==> config.mk <==
export PLATFORM = sky130hd
export DESIGN_NAME = mat_result_writer
export DESIGN_NICKNAME = d
export VERILOG_FILES = /design/src/rtl/matrix_pkg.sv /design/src/rtl/result_fifo.sv /design/src/rtl/mat_result_writer.sv
export SDC_FILE = /design/constraint.sdc
export NUM_CORES = 1
export LEC_CHECK = 0
export BUFFER_PORTS_ARGS = -buffer_cell sky130_fd_sc_hd__buf_2
export CAP_MARGIN = 20
export CORE_UTILIZATION = 61
export CTS_BUF_LIST = sky130_fd_sc_hd__clkbuf_2 sky130_fd_sc_hd__clkbuf_4 sky130_fd_sc_hd__clkbuf_8
export DETAILED_ROUTE_END_ITERATION = 16
export PLACE_DENSITY = 0.82
export SLEW_MARGIN = 10
export SYNTH_ARGS = -nofsm -noshare
export SYNTH_HDL_FRONTEND = slang
export SYNTH_HIERARCHICAL = 1
export SYNTH_SLANG_ARGS = --single-unit
export TNS_END_PERCENT = 20
==> constraint.sdc <==
create_clock -name clk -period 4.88 [get_ports clk]
set_input_delay 0.488 -clock clk [delete_from_list [all_inputs] [get_ports clk]]
set_output_delay 0.488 -clock clk [all_outputs]
set_load 0.05 [all_outputs]
==> src/rtl/matrix_pkg.sv <==
// Shared types and defaults for the systolic-array result path.
package matrix_pkg;

    typedef enum logic [1:0] {
        WR_IDLE,
        WR_COLLECT,
        WR_DRAIN,
        WR_DONE
    } wr_state_t;

    localparam int unsigned RESULT_HEAD_ADDR_DEFAULT = 'h200;

endpackage

==> src/rtl/result_fifo.sv <==
// First-word-fall-through result buffer; a push on a full FIFO is accepted
// only when a pop happens in the same cycle.
module result_fifo #(
    parameter int DATA_WIDTH = 32,
    parameter int FIFO_DEPTH = 16
) (
    input  logic                          clk,
    input  logic                          reset_n,
    input  logic                          push,
    input  logic [DATA_WIDTH-1:0]         push_data,
    input  logic                          pop,
    output logic                          full,
    output logic                          empty,
    output logic [DATA_WIDTH-1:0]         head,
    output logic [$clog2(FIFO_DEPTH):0]   count
);

    localparam int AW = $clog2(FIFO_DEPTH);

    logic [DATA_WIDTH-1:0] mem [FIFO_DEPTH];
    logic [AW-1:0]         wr_ptr;
    logic [AW-1:0]         rd_ptr;
    logic                  do_push;
    logic                  do_pop;

    assign full    = (count == (AW+1)'(FIFO_DEPTH));
    assign empty   = (count == '0);
    assign head    = mem[rd_ptr];
    assign do_push = push && (!full || pop);
    assign do_pop  = pop && !empty;

    always_ff @(posedge clk) begin
        if (do_push) begin
            mem[wr_ptr] <= push_data;
        end
    end

    // Depth is a power of two, so the pointers wrap naturally.
    always_ff @(posedge clk or negedge reset_n) begin
        if (!reset_n) begin
            wr_ptr <= '0;
            rd_ptr <= '0;
            count  <= '0;
        end else begin
            if (do_push) wr_ptr <= wr_ptr + AW'(1);
            if (do_pop)  rd_ptr <= rd_ptr + AW'(1);
            if (do_push && !do_pop)      count <= count + (AW+1)'(1);
            else if (!do_push && do_pop) count <= count - (AW+1)'(1);
        end
    end

endmodule

==> src/rtl/mat_result_writer.sv <==
// Buffers one burst of PE results and writes them to consecutive result-memory
// addresses over a valid/ready port, pulsing done when the burst has drained.
module mat_result_writer
    import matrix_pkg::*;
#(
    parameter int          DATA_WIDTH       = 32,
    parameter int          ADDR_SIZE        = 10,
    parameter int          FIFO_DEPTH       = 16,
    parameter int unsigned RESULT_HEAD_ADDR = RESULT_HEAD_ADDR_DEFAULT
) (
    input  logic                  clk,
    input  logic                  reset_n,
    input  logic                  read,
    input  logic [DATA_WIDTH-1:0] res_data,
    input  logic [7:0]            column_size,
    output logic                  wr_valid,
    input  logic                  wr_ready,
    output logic [ADDR_SIZE-1:0]  wr_addr,
    output logic [DATA_WIDTH-1:0] wr_data,
    output logic                  busy,
    output logic                  done,
    output logic                  overflow,
    output logic [1:0]            dbg_state
);

    localparam int CW = $clog2(FIFO_DEPTH) + 1;
    localparam logic [ADDR_SIZE-1:0] HEAD = ADDR_SIZE'(RESULT_HEAD_ADDR);

    // Write port: a transfer happens in any cycle with wr_valid && wr_ready.
    // wr_valid never drops and wr_addr/wr_data never change until that transfer.

    wr_state_t             state, state_next;
    logic [7:0]            n, n_start, in_cnt, out_cnt;
    logic                  push, pop, drop, start;
    logic                  fifo_full, fifo_empty;
    logic [DATA_WIDTH-1:0] fifo_head;
    logic [CW-1:0]         fifo_count;

    result_fifo #(
        .DATA_WIDTH (DATA_WIDTH),
        .FIFO_DEPTH (FIFO_DEPTH)
    ) u_fifo (
        .clk       (clk),
        .reset_n   (reset_n),
        .push      (push),
        .push_data (res_data),
        .pop       (pop),
        .full      (fifo_full),
        .empty     (fifo_empty),
        .head      (fifo_head),
        .count     (fifo_count)
    );

    assign wr_valid  = !fifo_empty && (state == WR_COLLECT || state == WR_DRAIN);
    assign pop       = wr_valid && wr_ready;
    assign wr_addr   = wr_valid ? HEAD + ADDR_SIZE'(out_cnt) : '0;
    assign wr_data   = wr_valid ? fifo_head : '0;
    assign busy      = (state != WR_IDLE);
    assign done      = (state == WR_DONE);
    assign dbg_state = state;

    always_comb begin
        state_next = state;
        push       = 1'b0;
        drop       = 1'b0;
        start      = 1'b0;
        n_start    = (column_size == 8'd0) ? 8'd1 : column_size;
        case (state)
            WR_IDLE: begin
                if (read) begin
                    start      = 1'b1;
                    push       = 1'b1;
                    state_next = (n_start == 8'd1) ? WR_DRAIN : WR_COLLECT;
                end
            end
            WR_COLLECT: begin
                if (read) begin
                    if (fifo_full && !pop) begin
                        drop = 1'b1;
                    end else begin
                        push = 1'b1;
                        if (in_cnt + 8'd1 == n) state_next = WR_DRAIN;
                    end
                end else begin
                    state_next = WR_DRAIN;
                end
            end
            WR_DRAIN: begin
                drop = read;
                // Leave as the final word is accepted so done lands one cycle later.
                if ((fifo_empty || (pop && fifo_count == CW'(1))) &&
                    (out_cnt + {7'd0, pop} == in_cnt)) begin
                    state_next = WR_DONE;
                end
            end
            WR_DONE: begin
                drop       = read;
                state_next = WR_IDLE;
            end
            default: state_next = WR_IDLE;
        endcase
    end

    always_ff @(posedge clk or negedge reset_n) begin
        if (!reset_n) begin
            state    <= WR_IDLE;
            n        <= 8'd0;
            in_cnt   <= 8'd0;
            out_cnt  <= 8'd0;
            overflow <= 1'b0;
        end else begin
            state <= state_next;
            if (start) begin
                n        <= n_start;
                in_cnt   <= 8'd1;
                out_cnt  <= 8'd0;
                overflow <= 1'b0;
            end else begin
                if (push) in_cnt   <= in_cnt + 8'd1;
                if (pop)  out_cnt  <= out_cnt + 8'd1;
                if (drop) overflow <= 1'b1;
            end
        end
    end

endmodule
; After elaboration in Yosys (flattened, before gate mapping)
; Memory sizes are Yosys's and may differ from the RTL's.
; Cells that the tools add are included.
; W data, S select, Z words.
[classes]
n_addsub = 8
mul = 0
n_div = 0
magnitude_cmp = 0
n_eq_ne = 12
n_shift = 0
mux = 28
bitwise_logic = 0
reduce_logical = 27
[ops]
columns = cell, count
row1 = $mux W8, 5
row2 = $mux W32, 1
row3 = $add A8 B1 Y8 const B, 2
row4 = $eq A8 B8 Y1, 2
row5 = $mux W2, 6
row6 = $add A10 B8 Y10 const A, 1
row7 = $mux W1, 10
row8 = $mux W10, 1
row9 = $mux W5, 2
row10 = $reduce_bool A2 Y1, 5
row11 = $logic_and A1 B1 Y1, 9
row12 = $add A4 B1 Y4 const B, 2
row13 = $add A8 B1 Y8, 1
row14 = $eq A8 B1 Y1 const B, 1
row15 = $logic_not A8 Y1, 1
row16 = $pmux W2 S4, 1
row17 = $add A5 B1 Y5 const B, 1
row18 = $eq A5 B1 Y1 const B, 1
row19 = $eq A5 B5 Y1 const B, 1
row20 = $logic_not A1 Y1, 5
row21 = $logic_not A5 Y1, 1
row22 = $sub A5 B1 Y5 const B, 1
row23 = $eq A2 B2 Y1 const B, 2
row24 = $pmux W1 S2, 2
row25 = 9 further kinds, 11
[totals]
regBits = 40
latchBits = 0
ram_bits = 512
romBits = 0
inputBits = 44
out_inout_bits = 48
word_cells = 84
n_memories = 1
[memory_table]
columns = memory, depth, word_bits, rd, rd_clocked_by_memory_dff, wr, line_no
row1 = u_fifo.mem, 16, 32, 1, 0, 1, result_fifo.sv:20  ; logic [DATA_WIDTH-1:0] mem [FIFO_DEPTH];

; Depth between registers and ports, before layout
; Gate-level depths: netlist of the first run.
[logic_depth]
word_depth = 14
mapped_depth = 17
mapped_depth_nobuf = 16

; Hierarchy
; The synthesis of the first run kept the hierarchy.
[modules_own_cells]
columns = mod, instances, cells_per_inst, area_each_um2, seq_area_each_um2
row1 = result_fifo, 1, 1010, 20339.5, 15700.1
row2 = mat_result_writer, 1, 268, 2169.6, 675.6

; Least setup slack after synthesis of the first run
; No wires, ideal clock.
[synth_timing]
kind = reg-to-reg
start = register state[0] (netlist: dbg_state[0])
end = memory u_fifo.mem[0][0], enable pin
setup_ps = 461
arrival_time_ps = 4443
required_ps = 4419
setup_slack_ps = -25
path_stages_with_launch = 13
path_buffers = 1
synth_period_minus_slack_ps = 4905
cell_sequence = dfrtp_1 > inv_1 > ha_1 > and2b_2 > nand2_2 > inv_6 > o21a_1 > o21ai_1 > inv_1 > o31a_1 > buf_6 > nand2_1 > nor3_1
[synth_via]
elab_chain_cells = 12
elab_cells_between_ends = 15
classes_between = 2 x eq/ne / 5 x mux / 8 x reduce/logical
[synth_rtl]
columns = element, line_no
row1 = start: declaration, mat_result_writer.sv:32  ; wr_state_t state, state_next;
row2 = start signal: assignment, mat_result_writer.sv:112  ; state <= state_next;
row3 = $eq A2 B1 Y1 or $eq A2 B2 Y1 (tied branches), mat_result_writer.sv:54  ; assign wr_valid = !fifo_empty && (state == WR_COLLECT || state == WR_DRAIN);
row4 = $logic_or A1 B1 Y1 (*), mat_result_writer.sv:54
row5 = $logic_and A1 B1 Y1 (*), mat_result_writer.sv:54
row6 = $logic_and A1 B1 Y1 (*), mat_result_writer.sv:55  ; assign pop = wr_valid && wr_ready;
row7 = named net pop, mat_result_writer.sv:34  ; logic push, pop, drop, start;
row8 = $logic_not A1 Y1 (*), mat_result_writer.sv:78  ; if (fifo_full && !pop) begin
row9 = $logic_and A1 B1 Y1 (*), mat_result_writer.sv:78
row10 = $mux W1 (*), mat_result_writer.sv:78
row11 = $mux W1 (*), mat_result_writer.sv:77  ; if (read) begin
row12 = $pmux W1 S2 (*), mat_result_writer.sv:68  ; case (state)
row13 = named net push, mat_result_writer.sv:34
row14 = $logic_and A1 B1 Y1 (*), result_fifo.sv:29  ; assign do_push = push && (!full || pop);
row15 = named net u_fifo.do_push, result_fifo.sv:23  ; logic do_push;
row16 = $mux W1 (*), result_fifo.sv:33  ; if (do_push) begin
row17 = $mux W1 (not written as such) (*), result_fifo.sv:34  ; mem[wr_ptr] <= push_data;
row18 = end: declaration, result_fifo.sv:20
; The timed path passes the listed nets; every way through them passes the cells marked *.

; Worst setup path after layout of the first run
[layout_timing]
start = register state[1] (netlist: dbg_state[1])
end = memory u_fifo.mem[2][31], enable pin
[layout_via]
elab_chain_cells = 12
elab_cells_between_ends = 15
classes_between = 2 x eq/ne / 5 x mux / 8 x reduce/logical
[layout_rtl]
columns = element, line_no
row1 = $eq A2 B1 Y1 or $eq A2 B2 Y1 (tied branches), mat_result_writer.sv:54
row2 = $logic_or A1 B1 Y1 (*), mat_result_writer.sv:54
row3 = $logic_and A1 B1 Y1 (*), mat_result_writer.sv:54
row4 = $logic_and A1 B1 Y1 (*), mat_result_writer.sv:55
row5 = named net pop, mat_result_writer.sv:34
row6 = $logic_not A1 Y1 (*), mat_result_writer.sv:78
row7 = $logic_and A1 B1 Y1 (*), mat_result_writer.sv:78
row8 = $mux W1 (*), mat_result_writer.sv:78
row9 = $mux W1 (*), mat_result_writer.sv:77
row10 = $pmux W1 S2 (*), mat_result_writer.sv:68
row11 = named net push, mat_result_writer.sv:34
row12 = $logic_and A1 B1 Y1 (*), result_fifo.sv:29
row13 = $mux W1 (*), result_fifo.sv:33
row14 = $mux W1 (not written as such) (*), result_fifo.sv:34
; Marks and branches as above.

==> metrics.md, run 1 <==
| Metric | Value |
|---|---|
| Seq. cell area | approximately 0.016 sq mm |
| Total wire length | 47.59 mm |
| Fillers | 2160 |
| Worst Path Max Fanout | 22 |
| Largest area contributor in the netlist | edfxtp_1 |
| Combinational share of power | 37.2% |
| Total CTS buffers | 85 |
| CTS tree | done |
| Initial antenna violation count | 3 |
| Multiplexer share of the synthesized area | between 10% and 20% |
| Syn_area_per_cell | 17.61 sq um |
| H-tree levels | 3 |
| Post-Synth Simple-Gate Area | 4.358% |
| Reg power frac | 38.4% |
| PostCTS Resize Cnt | 0 |
| Die area | about 0.038 sq mm |
| Cell depth of the worst flop-to-flop path | 13 |
| Die height | between 150 and 200 um |
| EDFF count, synth | just over 500 |
| CP peak stage delay | 920 ps |
| Critical path's top delay family | simple AND/OR/NAND/NOR gates |
| Capturing point of the worst reg2reg path | u_fifo/mem[2][31] |
| Final worst setup slack | approximately 640 ps |
| Boundary pin count | 92 |
| Multi-input gate area | 0.005748 sq mm |
| Number of distinct library cells after synthesis | 64 |
| Status | complete, no violations |
| CTS max path bufs | 3 |
| Ranking of synthesized cells by area | edfxtp_1 68%, mux4_2 6.4%, mux2i_1 5.8%, dfrtp_1 4.4%, a221oi_1 2.5% |
| Vias in the first global route | 12646 |
| Switching share of power | 37.78% |
| Sw power | 5925 uW |
| Arrival @ worst endpoint | roughly 4500 ps |
| 1st-pass router iterations | 5 |
| Synth-to-layout area growth | 12.32% |
| Final setup violation count | 0 |
| Synth Area in Compound Gates | 5.753% |
| # DRC | 0 |
| Layout Cells excl Fill | 1942 |
| Placement Cell Area | 0.02354 sq mm |
| Largest family of logic cells by synthesized area | multiplexers |
| Final instance area | 0.02528 sq mm |
| CTS Sinks | approximately 550 |
| Core Region | 0.03591 sq mm |
| Post-Synth Adder-Cell Area | 1.089% |
| Drt wl/cell | between 20 and 25 um |
| Root buffer cell | clkbuf_8 |
| Fin nets | roughly 1500 |
| Post-DP HPWL | ~27 mm |
| Initial DRC count | 932 |
| CTS Hold Bufs | 0 |
| Max cap viols | 0 |
| Placed Cells | 1784 |
| Synthesis Warnings | 6 |
| Post-synthesis async set-or-reset flop share | 7.246% |
| Post-synth top flop | edfxtp_1 |
| F_max | about 240 MHz |
| Port Buffers | 90 |
| Reg-to-reg startpoint | dbg_state[1] |
| Gp weighted congestion | approximately 0.84 |
| Clock latency on the worst-skew pair | between 600 and 700 ps |
| Tmin final | roughly 4200 ps |
| CP max stage cell | nor3_2 |
| Cell count after synthesis | 1278 |
| CP Buf/Inv Count | 5 |
| Power per cell area | around 620 mW/mm^2 |
| CP cell instances | inv_1 > ha_1 > and2b_2 > nand2_2 > inv_6 > o21a_1 > o21ai_1 > buf_4 > inv_1 > o31a_1 > nand2_1 > nor3_2 > buf_4 |
| Critical path class | flip-flop to flip-flop |
| Starting Density | between 60% and 70% |
| Largest net degree at the start of global routing | 49 |
| Synth Area in XOR/XNOR | between 1 and 1.5% |
| Post-synthesis sequential area ratio | 72.75% |
| Pre-CTS setup slack | 736.2 ps |
| Final Hold Vio Count | 0 |
| Startpoint types | flip-flop |
| Peak VDD IR | roughly 0.00057 V |
| Setup TNS | 0 ps |
| Max_slew headroom | 24.51% |
| Slew Viols, Final | 0 |
| Post-synthesis net count | around 1300 |
| Clock power frac | 24.4% |
| RSZ-0062 raised after global routing | false |
| FF-to-FF setup slack | 640 ps |
| WP data required | roughly 5200 ps |
| Tightest Hold Check Type | input port to async pin |
| First-pass GRT wire length | ~73 mm |
| Register bit total from synthesis | approximately 550 |
| Max Clock Skew | 30.36 ps |
| Final antenna-violating net count | 0 |
| Vias post-DR | 12407 |
| Die W | slightly below 200 um |
| Final Cycle Share | between 80% and 90% |
| Area share of the leading cell type in the synthesized netlist | 68.30% |
| GR Overflow Total | 0 |
| Total GRT Usage | 25.98% |
| Via density | about 6.4 |
| Cell Rows | 69 |
| Share of post-route cells with drive strength above 1 | 23.58% |
| Clk slew on worst S/H paths | about 60 ps |
| # Post-CTS Setup Buffers | 0 |
| Slew @ Worst Pin | between 1000 and 1500 ps |
| Leakage power | 0.008924 uW |
| CP Capture Type | flip-flop |
| Mapped Area | roughly 0.023 sq mm |
| Cell Int Power | just under 10000 uW |
[cell usage in the layout, fill, tap and decap left out, drive strengths merged, types with 3 or more instances in the layout]
cell and n:
a211oi 3, mux4 64, ha 18, xnor2 20, dfrtp 40, edfxtp 512
o21ai 52, mux2i 130, nand2b 3, and2 43, nand2 83, nand3 10
clkbuf 111, o41ai 3, nor3 6, a22oi 32, nor2 36, bufinv 5
clkinv 37, inv 19, a21oi 4, a221oi 65, clkinvlp 3, xor2 18
o31ai 3, buf 122, nand4 5
[stage by stage]
| step | util [%] | hold slack (ps) | total power, uW |
|---|---|---|---|
| after global routing | 70.39 | 54.44 | 16380 |
| after CTS | 70.31 | 4.194 | 15740 |
| final | 70.40 | 1.524 | 15680 |
| after detailed placement | 65.55 | 483.0 | 11900 |
| after global placement | 65.50 | 478.1 | 11730 |
| after floorplan | - | 192.4 | 10370 |
[flip-flops by register name (all words and copies together) (netlist names)]
signal         count
u_fifo/rd_ptr      4
in_cnt             8
u_fifo/mem       512
dbg_state          2
n                  8
u_fifo/wr_ptr      4
overflow           1
u_fifo/count       5
out_cnt            8
[layout make-up]
type | count | area share (%)
flip-flops and latches | 552 | 64.80
multi-input cells | 631 | 22.73
inverters | 19 | 0.3019
well taps | 461 | 2.281
clock buffers | 111 | 5.424
diodes | 1 | 0.009898
clock inverters | 45 | 1.341
repair buffers | 122 | 3.108
[worst reg2reg max path: stages, from the launching register on]
cell and delay, ps:
dfrtp_1 420, inv_1 110, ha_1 290, and2b_2 150, nand2_2 110, inv_6 130, o21a_1 140, o21ai_1 60
buf_4 170, inv_1 50, o31a_1 460, nand2_1 350, nor3_2 920, buf_4 530
[routing by layer]
metal | GRT usage (%) | share of wire, % | routed length, um
met5 | 0 | 0.036 | 17
met3 | 5.340 | 9.2 | 4377
met2 | 42.66 | 49 | 23440
met4 | 9.024 | 2.8 | 1336
met1 | 34.95 | 39 | 18420
[logic make-up (layout without fill, tap and decap cells)]
logic type               count (synthesis)  in the layout
adder cells (fa/ha/maj)                 19             19
multiplexers                           196            196
AND/OR/NAND/NOR                        200            200
XOR/XNOR                                38             38
flip-flops                             552            552
buffers and inverters                   95            297
AO/OA/AOI/OAI                          177            177
other                                    1              2
[worst max path at each step]
stage	slack, ps	cells after the start	to	from
3_5_place_dp	740	13	u_fifo/mem[2][31]	dbg_state[1]
2_1_floorplan	-20	12	u_fifo/mem[2][0]	dbg_state[0]
4_1_cts	730	13	u_fifo/mem[2][20]	dbg_state[0]
6_report	640	13	u_fifo/mem[2][31]	dbg_state[1]
5_1_grt	520	13	u_fifo/mem[2][29]	dbg_state[0]
3_3_place_gp	900	13	u_fifo/mem[2][31]	dbg_state[1]
[synthesized netlist by cell type, types with 3 or more instances]
cell	n
edfxtp_1	512
mux2i_1	130
nand2_1	80
a221oi_1	64
mux4_2	64
o21ai_0	44
and2_1	43
dfrtp_1	40
nor2_1	36
a22oi_1	32
clkbuf_1	29
buf_2	20
xnor2_1	20
buf_4	19
ha_1	18
inv_1	18
xor2_1	18
nand3_1	9
o21ai_1	8
buf_6	7
nor3_1	6
a21oi_1	4
nand4_1	4
nand2b_1	3
o31ai_1	3
o41ai_1	3
[power by group through the flow]
stage / clock network [uW] / registers (uW) / logic (uW)
after floorplan: 0 / 5890 / 4480
final: 3830 / 6020 / 5830
after CTS: 3900 / 6010 / 5830
after global placement: 0 / 6080 / 5660
after global routing: 4100 / 6060 / 6210
after detailed placement: 0 / 6110 / 5790
(Power assumes the default switching activity.)
==> run 2: changes to the inputs <==
--- a/config.mk
+++ b/config.mk
@@ -7,10 +7,10 @@
 export LEC_CHECK = 0
 export BUFFER_PORTS_ARGS = -buffer_cell sky130_fd_sc_hd__buf_2
 export CAP_MARGIN = 20
-export CORE_UTILIZATION = 61
+export CORE_UTILIZATION = 48
 export CTS_BUF_LIST = sky130_fd_sc_hd__clkbuf_2 sky130_fd_sc_hd__clkbuf_4 sky130_fd_sc_hd__clkbuf_8
 export DETAILED_ROUTE_END_ITERATION = 16
-export PLACE_DENSITY = 0.82
+export PLACE_DENSITY = 0.68
 export SLEW_MARGIN = 10
 export SYNTH_ARGS = -nofsm -noshare
 export SYNTH_HDL_FRONTEND = slang
==> run 2 against run 1 <==
Clock-buffer cell count is 17 higher. Routed wire length is 3.0% higher. Clock power is 1% higher. Sequential share of layout area is 0.69 points lower. Total power is 0.21% lower. Clock skew is 6.5 ps higher. Via count is 2.7% lower. Global-route usage is 4.7 points lower. Largest cell class unchanged.
==> metrics.md, run 2 (synthesis gave the netlist of run 1 again) <==
| Metric | Value |
|---|---|
| Status | complete, no violations |
| Final Cycle Share | 86.02% (-0.89 points) |
| Critical path's top delay family | compound AO/OA/AOI/OAI gates |
| Die W | 218.6 um (+13%) |
| # DRC | 0 (unchanged) |
| Worst Setup SP | u_fifo/count[0] |
| First-pass GRT wire length | 75.59 mm (+3.3%) |
| CP Buf/Inv Count | 3 (-2) |
| Worst Path Max Fanout | 12 (-45%) |
| Total CTS buffers | 88 (+3.5%) |
| Tightest Hold Check Type | input port to flip-flop |
| PostCTS Resize Cnt | 0 (unchanged) |
| CP max stage cell | or4_4 |
| Die height | 218.6 um (+13%) |
| Slew @ Worst Pin | 996.5 ps (-133.1 ps) |
| Share of post-route cells with drive strength above 1 | 24.73% (+1.2 points) |
| Startpoint types | flip-flop |
| Largest net degree at the start of global routing | 49 (unchanged) |
| Slew Viols, Final | 0 (unchanged) |
| Cell Rows | 78 (+13%) |
| Synth-to-layout area growth | 13.55% |
| Post-DP HPWL | 28.56 mm (+5.4%) |
| Gp weighted congestion | 0.7881 (-6.7%) |
| Reg-to-reg startpoint | u_fifo/count[0] |
| Fillers | 3509 (+62%) |
| 1st-pass router iterations | 5 (unchanged) |
| Boundary pin count | 92 (unchanged) |
| Placement Cell Area | 0.02376 sq mm (+0.91%) |
| Root buffer cell | clkbuf_8 |
| Commonest non-fill, non-tap cells in the layout | 512 x edfxtp_1, 130 x mux2i_1, 94 x clkbuf_8, 90 x buf_2, 80 x nand2_1 |
| CP Capture Type | flip-flop |
| F_max | 238.2 MHz (+1.0%) |
| Max_slew headroom | 33.56% (+9.1 points) |
| Largest register FFs | 512 (unchanged) |
| Max cap viols | 0 (unchanged) |
| GR Overflow Total | 0 (unchanged) |
| Capturing point of the worst reg2reg path | u_fifo/count[4] |
| WP data required | 5470 ps (+320 ps) |
| Tmin final | 4198 ps (-43.51 ps) |
| CTS max path bufs | 3 (unchanged) |
| Final antenna-violating net count | 0 (unchanged) |
| Vias in the first global route | 12436 (-1.7%) |
| ANT cells | 0 (-1) |
| Die area | 0.04776 sq mm (+27%) |
| Final Util | 55.84% (-15 points) |
| Final setup violation count | 0 (unchanged) |
| Starting Density | 49.18% (-13 points) |
| CP cell instances | or4_4 > nor2_1 > and2b_2 > nand2_2 > inv_6 > o21a_1 > o21ai_1 > inv_1 > o31a_1 > ha_1 > inv_1 > ha_1 > a21o_1 > a21oi_1 > mux2i_1 > xnor2_1 |
| Final instance area | 0.02556 sq mm (+1.1%) |
| Initial DRC count | 969 (+4.0%) |
| Clk slew on worst S/H paths | 60 ps (about the same) |
| FF-to-FF setup slack | 680 ps (+40 ps) |
| Vias post-DR | 12071 (-2.7%) |
| # Post-CTS Setup Buffers | 0 (unchanged) |
| Port Buffers | 90 (unchanged) |
| RSZ-0062 raised after global routing | false |
| Leakage power | 0.009002 uW (+0.87%) |
| Peak VDD IR | 0.0003611 V (-37%) |
| CTS Sinks | 552 (unchanged) |
| Power Total | 15650 uW (-0.21%) |
| Max Clock Skew | 36.82 ps (+6.452 ps) |
| CP Depth | 16 (+3) |
| H-tree levels | 3 (unchanged) |
| Seq. cell area | 0.01638 sq mm (about the same) |
| Total GRT Usage | 21.32% (-4.7 points) |
| Drt wl/cell | 23.38 um (-4.6%) |
| Core Region | 0.04577 sq mm (+27%) |
| Initial antenna violation count | 0 (-3) |
| Fin nets | 1486 (+0.81%) |
| Final Hold Vio Count | 0 (unchanged) |
| CP peak stage delay | 580 ps (-340 ps) |
| Multi-input gate area | 0.005748 sq mm (unchanged) |
| Final worst setup slack | 682.5 ps (+43.51 ps) |
| Cell depth of the worst flop-to-flop path | 16 (+3) |
| CTS tree | done |
| Pre-CTS setup slack | 658.2 ps (-77.97 ps) |
| Commonest non-fill, non-tap cell in the layout | edfxtp_1 |
| Total wire length | 49.01 mm (+3.0%) |
| Largest Register | u_fifo/mem |
| Setup crit end | u_fifo/count[4] |
| CTS Hold Bufs | 5 (+5) |
| Via density | 5.759 (-9.9%) |
| Clock latency on the worst-skew pair | 670 ps (+40 ps) |
| Arrival @ worst endpoint | 4780 ps (+270 ps) |
| Power per cell area | 612.2 mW/mm^2 (-1.3%) |
| Critical path class | flip-flop to flip-flop |
==> run 2: cell count changes in the layout (fill, tap and decap cells not counted), sizes merged <==
cell         before  now
clkbuf          111  128
inv              19   22
bufinv            5    1
clkinv           37   28
diode             1    0
buf             122  126
dlygate4sd3       0    5
==> run 2: layer usage <==
metal	wire length, um	track usage, %
met1	21000	29.31
met2	23900	33.97
met3	3011	4.495
met4	1100	6.970
met5	0	0
==> run 2: worst min path at each step <==
stage / from / depth (start not counted) / slack [ps] / endpoint
2_1_floorplan: reset_n / 0 / 190 / dbg_state[0]
3_3_place_gp: overflow / 2 / 480 / overflow
3_5_place_dp: n[4] / 2 / 480 / n[4]
4_1_cts: column_size[7] / 3 / 2 / n[7]
5_1_grt: column_size[7] / 3 / 30 / n[7]
6_report: column_size[7] / 3 / 50 / n[7]
==> run 2: worst reg2reg max path, delay by kind of cell (launching register included) <==
family                     cells  cell delay (ps)
AOI/OAI and AO/OA              5             1290
and+or+nand+nor                4             1090
buffers and inverters          3              330
xor gates and xnor gates       1              130
muxes                          1              240
DFF                            1              440
adders and majority gates      2              600
==> run 2: area by class of cell <==
class                   count  area share [%]
clock buffers             128           6.061
clock inverters            35          0.7882
inverters                  19          0.2986
multi-input cells         631           22.49
flip-flops and latches    552           64.11
well taps                 600           2.937
repair buffers            131           3.319
==> run 2: power breakdown <==
group / internal, uW / switching (uW) / leakage (uW)
clock: 2100 / 1770 / 0.000931
combinational: 2010 / 3760 / 0.00295
sequential: 5620 / 392 / 0.00512
total: 9730 / 5920 / 0.00900
==> run 2: metrics by stage <==
stage / hold slack (ps) / setup TNS (ps) / cells
after floorplan: 192.4 / -1533 / 1278
after global placement: 475.7 / 0 / 1925
after detailed placement: 481.9 / 0 / 1928
after CTS: 2.142 / 0 / 2096
after global routing: 26.97 / 0 / 2096
final: 50.94 / 0 / 2096
==> run 3: changes to the inputs <==
--- a/config.mk
+++ b/config.mk
@@ -8,7 +8,7 @@
 export BUFFER_PORTS_ARGS = -buffer_cell sky130_fd_sc_hd__buf_2
 export CAP_MARGIN = 20
 export CORE_UTILIZATION = 48
-export CTS_BUF_LIST = sky130_fd_sc_hd__clkbuf_2 sky130_fd_sc_hd__clkbuf_4 sky130_fd_sc_hd__clkbuf_8
+export CTS_BUF_LIST = sky130_fd_sc_hd__clkbuf_2
 export DETAILED_ROUTE_END_ITERATION = 16
 export PLACE_DENSITY = 0.68
 export SLEW_MARGIN = 10
==> run 3 against run 2 <==
Register-to-register slack got worse by 50 ps. Fmax decreased by 7.9%. Critical path depth decreased by 9. Clock skew grew 62 ps. Hold slack improved by 120 ps. First-iteration DRC count decreased by 1.1%. Clock power is 15% lower. Cell area is 1.2% higher. Critical endpoint is now wr_data[18]. Largest power group unchanged.
==> metrics.md, run 3 (synthesis gave the netlist of run 1 again) <==
| Metric | Value |
|---|---|
| Status | complete, no violations |
| Die area | 0.04776 sq mm (unchanged) |
| GR Overflow Total | 0 (unchanged) |
| Max_slew headroom | 37.06% (+3.5 points) |
| Clk slew on worst S/H paths | 110 ps (+50 ps) |
| CTS tree | done |
| Critical path's top delay family | simple AND/OR/NAND/NOR gates |
| Sw power | 5962 uW (+0.72%) |
| Clock power frac | 21.6% (-3.1 points) |
| Fin nets | 1608 (+8.2%) |
| Largest register FFs | 512 (unchanged) |
| Tmin final | 4558 ps (+360.7 ps) |
| CP Capture Type | output pin |
| Switching share of power | 39.32% (+1.5 points) |
| 1st-pass router iterations | 5 (unchanged) |
| H-tree levels | 4 (+1) |
| Cell Rows | 78 (unchanged) |
| Combinational share of power | 38.8% (+2.0 points) |
| Placement Cell Area | 0.02376 sq mm (unchanged) |
| Largest net degree at the start of global routing | 49 (unchanged) |
| CTS max path bufs | 3 (unchanged) |
| Via density | 5.678 (-1.4%) |
| Share of post-route cells with drive strength above 1 | 26.68% (+2.0 points) |
| F_max | 219.4 MHz (-7.9%) |
| RSZ-0062 raised after global routing | false |
| Max cap viols | 0 (unchanged) |
| Reg power frac | 39.6% (+1.2 points) |
| Total GRT Usage | 22.07% (+0.75 points) |
| Final setup violation count | 0 (unchanged) |
| Initial DRC count | 958 (-1.1%) |
| Boundary pin count | 92 (unchanged) |
| Vias in the first global route | 13285 (+6.8%) |
| CP max stage cell | and2_2 |
| Die height | 218.6 um (unchanged) |
| Final Hold Vio Count | 0 (unchanged) |
| Final Cycle Share | 93.41% (+7.4 points) |
| Tightest Hold Check Type | input port to flip-flop |
| CP cell instances | and2_2 > buf_4 > a221oi_1 > a22oi_1 > nand2_1 > and2_1 > buf_2 |
| Total wire length | 50.19 mm (+2.4%) |
| First-pass GRT wire length | 77.58 mm (+2.6%) |
| Port Buffers | 90 (unchanged) |
| Final worst setup slack | 321.7 ps (-360.7 ps) |
| Die W | 218.6 um (unchanged) |
| Largest Register | u_fifo/mem |
| Total CTS buffers | 140 (+59%) |
| Post-DP HPWL | 28.56 mm (unchanged) |
| Final antenna-violating net count | 0 (unchanged) |
| Drt wl/cell | 22.45 um (-4.0%) |
| CP peak stage delay | 830 ps (+250 ps) |
| Gp weighted congestion | 0.7881 (unchanged) |
| FF-to-FF setup slack | 630 ps (-50 ps) |
| Startpoint types | flip-flop |
| Initial antenna violation count | 2 (+2) |
| Critical path class | flip-flop to output pin |
| Core Region | 0.04577 sq mm (unchanged) |
| Slew @ Worst Pin | 941.1 ps (-55.49 ps) |
| Slew Viols, Final | 0 (unchanged) |
| Synth-to-layout area growth | 14.90% |
| Leakage power | 0.009336 uW (+3.7%) |
| Pre-CTS setup slack | 658.2 ps (unchanged) |
| Root buffer cell | clkbuf_2 |
| Clock latency on the worst-skew pair | 1260 ps (+590 ps) |
| Commonest non-fill, non-tap cell in the layout | edfxtp_1 |
| Final Hold Slack | 168.2 ps (+117.3 ps) |
| Commonest non-fill, non-tap cells in the layout | 512 x edfxtp_1, 196 x clkbuf_2, 130 x mux2i_1, 90 x buf_2, 80 x nand2_1 |
| Power Total | 15160 uW (-3.1%) |
| Vias post-DR | 12695 (+5.2%) |
| Max Clock Skew | 98.75 ps (+61.93 ps) |
| Power per cell area | 586.2 mW/mm^2 (-4.3%) |
| CTS Sinks | 552 (unchanged) |
| Arrival @ worst endpoint | 4070 ps (-710 ps) |
| # DRC | 0 (unchanged) |
| Setup TNS | 0 ps (unchanged) |
| Peak VDD IR | 0.0003858 V (+6.8%) |
| CP Buf/Inv Count | 2 (-1) |
| # Post-CTS Setup Buffers | 0 (unchanged) |
| Final instance area | 0.02586 sq mm (+1.2%) |
| WP data required | 4390 ps (-1080 ps) |
| Cell Int Power | 9199 uW (-5.4%) |
| Worst Path Max Fanout | 36 (+24) |
| Starting Density | 49.18% (unchanged) |
==> run 3: power by group through the flow <==
stage               Sequential [uW]  Combinational (uW)  Clock [uW]
finish                         6000                5880        3280
global route                   6050                6330        3620
CTS                            6000                5940        3380
detailed placement             6110                5800           0
global placement               6090                5720           0
floorplan                      5890                4480           0
==> run 3: path summary, 6_finish.rpt <==
kind	cells after the start	from	to
max	7	u_fifo/rd_ptr[1]	wr_data[18]
min reg2reg	1	u_fifo/count[4]	u_fifo/count[4]
max in group asynchronous	4	reset_n	n[3]
min	2	res_data[3]	u_fifo/mem[9][3]
max reg2reg	12	dbg_state[0]	u_fifo/mem[0][10]
min in group asynchronous	4	reset_n	out_cnt[7]
==> run 3: layer usage <==
layer | GRT usage [%] | up-vias | routed length (um)
li1 | - | 5700 | -
met1 | 29.25 | 6487 | 21310
met2 | 35.13 | 438 | 24710
met3 | 5.525 | 70 | 3184
met4 | 8.508 | 0 | 989
met5 | 0 | - | 0
==> run 3: cell type report <==
type | count | area [sq um]
Timing Repair Buffer | 201 | 1567
Antenna cell | 2 | 5.005
Inverter | 19 | 76.32
Fill cell | 3551 | 19910
Clock inverter | 35 | 351.6
Clock buffer | 196 | 980.9
Tap cell | 600 | 750.7
Sequential cell | 552 | 16380
Multi-Input combinational cell | 631 | 5748
==> run 3: timing repair <==
| action | CTS | global route |
|---|---|---|
| resized for setup | 0 | 0 |
| hold endpoints to repair | 583 | 0 |
| hold buffers | 75 | 0 |
==> run 3: through the flow <==
step / instances / utilization, %
finish: 2236 / 56.51
global route: 2236 / 56.51
CTS: 2234 / 56.50
detailed placement: 1928 / 51.91
global placement: 1925 / 51.74
floorplan: 1278 / -
